==> src/rtl/mood_pkg.sv <==
// Shared constants for the mood-light button front end.
package mood_pkg;

    localparam int unsigned NUM_BTN      = 4;
    localparam int unsigned DEBOUNCE_CYC = 250000;

    localparam int unsigned BTN_MODE  = 0;
    localparam int unsigned BTN_UP    = 1;
    localparam int unsigned BTN_DOWN  = 2;
    localparam int unsigned BTN_COLOR = 3;

    typedef enum logic {
        ARB_IDLE,
        ARB_HOLD
    } arb_state_e;

endpackage

==> src/rtl/btn_debounce.sv <==
// Two-flop synchronizer plus counter debounce for one active-low button.
// press_evt_o pulses combinationally on the edge at which a press is accepted.
module btn_debounce #(
    parameter int unsigned DEBOUNCE_CYC = mood_pkg::DEBOUNCE_CYC
) (
    input  logic clk,
    input  logic rst,
    input  logic btn_n_i,
    output logic press_evt_o
);

    localparam int unsigned     CNT_W   = $clog2(DEBOUNCE_CYC);
    localparam logic [CNT_W-1:0] CNT_MAX = CNT_W'(DEBOUNCE_CYC - 1);

    logic [1:0]       sync_q;
    logic             stable_q, stable_d;
    logic [CNT_W-1:0] cnt_q, cnt_d;

    always_ff @(posedge clk) begin
        if (rst) begin
            sync_q   <= '1;
            stable_q <= 1'b1;
            cnt_q    <= '0;
        end else begin
            sync_q   <= {sync_q[0], btn_n_i};
            stable_q <= stable_d;
            cnt_q    <= cnt_d;
        end
    end

    always_comb begin
        stable_d    = stable_q;
        cnt_d       = cnt_q;
        press_evt_o = 1'b0;
        if (sync_q[1] == stable_q) begin
            cnt_d = '0;
        end else if (cnt_q == CNT_MAX) begin
            stable_d    = sync_q[1];
            cnt_d       = '0;
            // only the 1->0 transition of the accepted level is a press
            press_evt_o = ~sync_q[1];
        end else begin
            cnt_d = cnt_q + 1'b1;
        end
    end

endmodule

==> src/rtl/btn_cmd_arbiter.sv <==
// Debounced button presses become pending requests, serialized by a
// round-robin arbiter into a valid/ready command stream.
module btn_cmd_arbiter #(
    parameter int unsigned NUM_BTN      = mood_pkg::NUM_BTN,
    parameter int unsigned DEBOUNCE_CYC = mood_pkg::DEBOUNCE_CYC,
    parameter int unsigned ID_W         = $clog2(NUM_BTN)
) (
    input  logic               clk,
    input  logic               rst,
    input  logic [NUM_BTN-1:0] btn_n,
    output logic               cmd_valid,
    input  logic               cmd_ready,
    output logic [ID_W-1:0]    cmd_id,
    output logic [NUM_BTN-1:0] pend,
    output logic               drop
);

    mood_pkg::arb_state_e state_q, state_d;

    logic [NUM_BTN-1:0] press_evt;
    logic [NUM_BTN-1:0] pend_q, pend_d;
    logic [NUM_BTN-1:0] load_mask;
    logic [ID_W-1:0]    cmd_id_q, cmd_id_d;
    logic [ID_W-1:0]    last_q, last_d;
    logic [ID_W-1:0]    winner;
    logic               any_pend;
    logic               found;
    logic               load;
    logic               drop_q, drop_d;
    int unsigned        idx;

    for (genvar g = 0; g < NUM_BTN; g++) begin : g_btn
        btn_debounce #(
            .DEBOUNCE_CYC(DEBOUNCE_CYC)
        ) u_deb (
            .clk        (clk),
            .rst        (rst),
            .btn_n_i    (btn_n[g]),
            .press_evt_o(press_evt[g])
        );
    end

    // Round-robin search starting one past the last granted button.
    always_comb begin
        any_pend = |pend_q;
        winner   = last_q;
        found    = 1'b0;
        idx      = 0;
        for (int unsigned k = 1; k <= NUM_BTN; k++) begin
            idx = 32'(last_q) + k;
            if (idx >= NUM_BTN) begin
                idx = idx - NUM_BTN;
            end
            if (!found && pend_q[idx[ID_W-1:0]]) begin
                found  = 1'b1;
                winner = idx[ID_W-1:0];
            end
        end
    end

    always_comb begin
        state_d = state_q;
        load    = 1'b0;
        case (state_q)
            mood_pkg::ARB_IDLE: begin
                if (any_pend) begin
                    load    = 1'b1;
                    state_d = mood_pkg::ARB_HOLD;
                end
            end
            mood_pkg::ARB_HOLD: begin
                if (cmd_ready) begin
                    if (any_pend) begin
                        load = 1'b1;
                    end else begin
                        state_d = mood_pkg::ARB_IDLE;
                    end
                end
            end
            default: state_d = mood_pkg::ARB_IDLE;
        endcase
    end

    always_comb begin
        load_mask = '0;
        if (load) begin
            load_mask = NUM_BTN'(1) << winner;
        end
        // a press on the same edge as its own load re-arms the flag
        pend_d   = (pend_q & ~load_mask) | press_evt;
        drop_d   = |(press_evt & pend_q & ~load_mask);
        cmd_id_d = load ? winner : cmd_id_q;
        last_d   = load ? winner : last_q;
    end

    always_ff @(posedge clk) begin
        if (rst) begin
            state_q  <= mood_pkg::ARB_IDLE;
            pend_q   <= '0;
            cmd_id_q <= '0;
            last_q   <= ID_W'(NUM_BTN - 1);
            drop_q   <= 1'b0;
        end else begin
            state_q  <= state_d;
            pend_q   <= pend_d;
            cmd_id_q <= cmd_id_d;
            last_q   <= last_d;
            drop_q   <= drop_d;
        end
    end

    assign cmd_valid = (state_q == mood_pkg::ARB_HOLD);
    assign cmd_id    = cmd_id_q;
    assign pend      = pend_q;
    assign drop      = drop_q;

endmodule
==> config.mk <==
export PLATFORM = sky130hd
export DESIGN_NAME = btn_cmd_arbiter
export DESIGN_NICKNAME = d
export VERILOG_FILES = /design/src/rtl/mood_pkg.sv /design/src/rtl/btn_debounce.sv /design/src/rtl/btn_cmd_arbiter.sv
export SDC_FILE = /design/constraint.sdc
export NUM_CORES = 1
export LEC_CHECK = 0
export ABC_AREA = 1
export BUFFER_PORTS_ARGS = -buffer_cell sky130_fd_sc_hd__buf_2
export CORE_ASPECT_RATIO = 1.25
export CORE_MARGIN = 2
export CORE_UTILIZATION = 60
export CTS_CLUSTER_SIZE = 25
export DETAILED_ROUTE_END_ITERATION = 7
export PLACE_DENSITY = 0.8
export REMOVE_ABC_BUFFERS = 1
export SLEW_MARGIN = 10
export SYNTH_ARGS = -nofsm -noshare
export SYNTH_HDL_FRONTEND = slang
export SYNTH_SLANG_ARGS = --single-unit
export TNS_END_PERCENT = 1
==> constraint.sdc <==
create_clock -name clk -period 5.5 [get_ports clk]
set_clock_uncertainty 0.2 [all_clocks]
set_input_delay 1.1 -clock clk [delete_from_list [all_inputs] [get_ports clk]]
set_output_delay 1.1 -clock clk [all_outputs]
set_load 0.005 [all_outputs]
==> metrics list <==
- In this run the worst path has a maximum fanout of 18.
- Clock-pin transition on the worst setup and hold timing paths: 0.08 ns
- Data on the critical path arrives at its endpoint at 2.48 ns.
* Dominant cells by area after synthesis: sky130_fd_sc_hd__dfxtp_1, sky130_fd_sc_hd__nand2_1, sky130_fd_sc_hd__nor2_1
* Average cell area after synthesis: 7.61 µm²
- Once the clock tree was built, the setup fixing pass inserted 0 buffers.
* Number of enable-type register cells in the synthesized netlist: 0
- Of the total synthesized cell area, the portion taken by XOR and XNOR cells is 0.0471.
- Post-route cell area: 4790 µm²
* Number of failing setup endpoints in the final timing report: 0
- The synthesized design spends more area on one cell type than any other, namely sky130_fd_sc_hd__dfxtp_1.
- CP Class: primary input to register
- Dominant combinational cell family by area after synthesis: simple AND/OR/NAND/NOR gates
- TritonCTS buffer count: 9
- The number of endpoints with negative hold slack in the final report was 0.
* Die Span Y: 100 µm
* Leading register cell type out of synthesis: sky130_fd_sc_hd__dfxtp_1
- In this run the core area contains 35 standard-cell rows.
* Area share of and/or/nand/nor cells after synthesis: 0.373
* CTS H-tree lvls: 3
- Clock tree from TritonCTS: done
* Class of the tightest hold or removal check: register to register
- Synth-to-layout area growth: 7.29%
- Total number of vias: 3,676
- Largest net degree at the start of global routing: 19
- Startpoint type of the worst setup path: primary input
- The final layout contains routed wiring with a total length of 7890 µm.
- In this run the count of I/O pins placed on the die edge is 15.
- The number of antenna diodes in the final layout is 0.
- Minimum clock period: 2.40 ns
* First-pass GRT wire length: 13,800 µm
- First DRT Iteration DRCs: 151
- Counting instances, the worst hold path has a depth of 1.
- STA classifies the critical path endpoint as a register.
* Source of the critical timing path: rst
- Fillers: 639
- In the final layout, the share of cells above drive strength 1 is 0.151.
* Core area: 7310 µm²
- Detailed placement ended at an HPWL of 5800 µm.
* Antenna Violating Nets Remaining: 0
- In this run the cell area measured after placement is 4610 µm².
- Max Buffers Root-to-Sink: 2
- Yosys mapped the design onto 43 distinct sky130hd cell types.
- Worst endpoint required time: 5.58 ns
- Gr usage total: 0.212
- The worst-case IR drop observed on VDD is 173 µV.
- PwrDens: 233 nW/µm²
- Maximum capacitance violations: 0
* Netlist area before placement: 4460 µm²
- After detailed routing, the number of remaining DRC violations is 0.
- Area of the die: 8150 µm²
- Critical R2R Launch: g_btn[2].u_deb.cnt_q[0]$_SDFF_PP0_
* Starting utilization of the core area: 0.610
- At the end of the flow the core is filled with cells to 0.655.
* # hold bufs at CTS: 0
* Antenna violations before repair: 0
- The net count of the finished layout is 616.
* Maximum clock rate: 417 MHz
- Flip-flop and latch count after synthesis: 94
* Root buffer cell: sky130_fd_sc_hd__clkbuf_8
* Worst slew margin: 0.501
- Max Transition Viols Final: 0
- At the end of routability-driven placement, the weighted congestion stood at 0.792.
- Vias in the first global route: 3,506
- For this run, the detailed router's first-pass iteration total came to 4.
- Dividing the detail-routed wire length by the instance count gives 11.2 µm.
* Complex-gate fraction of the synthesized area: 0.0734
* Outcome: finished clean
- Setup TNS: 0 ns
- After global routing the overflow that remains totals 0.
- Share of synthesized area spent on multiplexers: 0
- Number of gates given a new drive strength after cts: 0
- After technology mapping, the gate count stands at 587.
* Count of yosys warnings during synthesis: 0
* Adder-cell share of the synthesized area: 0.0112
- Sequential-to-total area share from yosys stat: 0.422
* Post-route clock period utilization: 0.436
- The worst hold path begins at g_btn[0].u_deb.sync_q[0]$_SDFF_PP1_.
* Latest clock arrival within the worst-skew pair: 0.35 ns
* Transition time of the tightest slew-check pin: 0.746 ns
* Share of Yosys cell area claimed by the top area cell type: 0.422
- Total of buffers placed on input and output ports: 14
- Counting flops with an async set or reset pin after synthesis yields a share of 0.
- In this run the horizontal extent of the chip is 81.2 µm.
* R2R depth: 9
* Routed vias/inst: 5.24
* Leakage power figure: 0.00182 µW
- Setup repair after global routing left no endpoint under its margin.
- The clock net in this run drives a total of 94 sinks.
worst max-delay path, stage by stage:
cell,delay [ns]
sky130_fd_sc_hd__buf_2,0.19
sky130_fd_sc_hd__inv_2,0.18
sky130_fd_sc_hd__nand3_1,0.52
sky130_fd_sc_hd__o21bai_1,0.36
sky130_fd_sc_hd__a21oi_1,0.12
Yosys cell counts, types with 5 or more instances:
library cell               instances
sky130_fd_sc_hd__a21oi_1          32
sky130_fd_sc_hd__dfxtp_1          94
sky130_fd_sc_hd__or2_2             9
sky130_fd_sc_hd__o21ai_0           5
sky130_fd_sc_hd__nand4_1          11
sky130_fd_sc_hd__nor2_1           71
sky130_fd_sc_hd__o211ai_1          5
sky130_fd_sc_hd__nand3_1          28
sky130_fd_sc_hd__nor2_2           12
sky130_fd_sc_hd__nand2_4           5
sky130_fd_sc_hd__nand2_2          12
sky130_fd_sc_hd__inv_1            70
sky130_fd_sc_hd__nor3b_1           8
sky130_fd_sc_hd__nor2_4            6
sky130_fd_sc_hd__xor2_1           14
sky130_fd_sc_hd__xnor2_1          10
sky130_fd_sc_hd__nand2_1         121
sky130_fd_sc_hd__nor3_1           18
path summary, 6_finish.rpt:
check,endpoint,slack (ns)
setup / recovery,g_btn[1].u_deb.cnt_q[13]$_SDFF_PP0_,3.10
hold / removal,g_btn[0].u_deb.sync_q[1]$_SDFF_PP1_,0.21
setup reg to reg,g_btn[2].u_deb.cnt_q[10]$_SDFF_PP0_,3.20
hold reg to reg,g_btn[0].u_deb.sync_q[1]$_SDFF_PP1_,0.21
metal layers:
metal  up-vias  share of wire  GRT usage
li1       1910              -          -
met1      1725           0.43      0.221
met2        34           0.53      0.406
met3         7          0.026     0.0432
met4         0          0.013     0.0821
met5         -              0          0
sequential cells by signal, indices dropped and copies added (netlist names):
name                  cells
cmd_id                    2
last_q                    2
g_btn.u_deb.cnt_q        72
cmd_valid                 1
pend                      4
g_btn.u_deb.stable_q      4
drop                      1
g_btn.u_deb.sync_q        8
where the power goes:
| group | switching [µW] | internal [µW] |
|---|---|---|
| sequential | 1.71 | 683 |
| clock | 226 | 191 |
| combinational | 10.3 | 5.61 |
cells by family after synthesis:
group / Yosys count
xor+xnor: 24
fa+ha+maj: 4
compound gates: 56
flops: 94
buf+inv: 82
simple gates: 327
per-stage QoR:
stage                     hold slack, ns  worst slack [ns]  cells  total power, µW
final                              0.214              3.10    702             1120
after detailed placement           0.197              2.72    686              717
after floorplan                    0.189              3.31    580              711
after global routing               0.223              2.97    702             1160
after CTS                          0.217              3.10    702             1130
after global placement             0.192              2.79    686              717
final cells by class:
cell class	instances	area (µm²)	share of cell area
repair buffers	14	70.1	0.0146
multi-input cells	411	2250	0.471
clock inverters	2	16.3	0.00340
well taps	92	115	0.0240
inverters	75	289	0.0603
clock buffers	14	163	0.0340
flip-flops and latches	94	1880	0.393
cell usage in the layout, fill, tap and decap left out, types with 3 or more instances in the layout:
cell type and n:
sky130_fd_sc_hd__a21oi_1 32, sky130_fd_sc_hd__buf_2 14, sky130_fd_sc_hd__clkbuf_1 3, sky130_fd_sc_hd__clkbuf_8 11, sky130_fd_sc_hd__dfxtp_1 94, sky130_fd_sc_hd__ha_1 4, sky130_fd_sc_hd__inv_1 70, sky130_fd_sc_hd__inv_2 3
sky130_fd_sc_hd__nand2_1 121, sky130_fd_sc_hd__nand2_2 12, sky130_fd_sc_hd__nand2_4 5, sky130_fd_sc_hd__nand3_1 28, sky130_fd_sc_hd__nand3_2 4, sky130_fd_sc_hd__nand4_1 11, sky130_fd_sc_hd__nor2_1 71, sky130_fd_sc_hd__nor2_2 12
sky130_fd_sc_hd__nor2_4 6, sky130_fd_sc_hd__nor3_1 18, sky130_fd_sc_hd__nor3_2 4, sky130_fd_sc_hd__nor3_4 3, sky130_fd_sc_hd__nor3b_1 8, sky130_fd_sc_hd__nor4_1 4, sky130_fd_sc_hd__o211ai_1 5, sky130_fd_sc_hd__o21a_1 3
sky130_fd_sc_hd__o21ai_0 5, sky130_fd_sc_hd__o21bai_1 4, sky130_fd_sc_hd__or2_0 4, sky130_fd_sc_hd__or2_2 9, sky130_fd_sc_hd__xnor2_1 10, sky130_fd_sc_hd__xor2_1 14
Power figures use the tool's default switching activity.
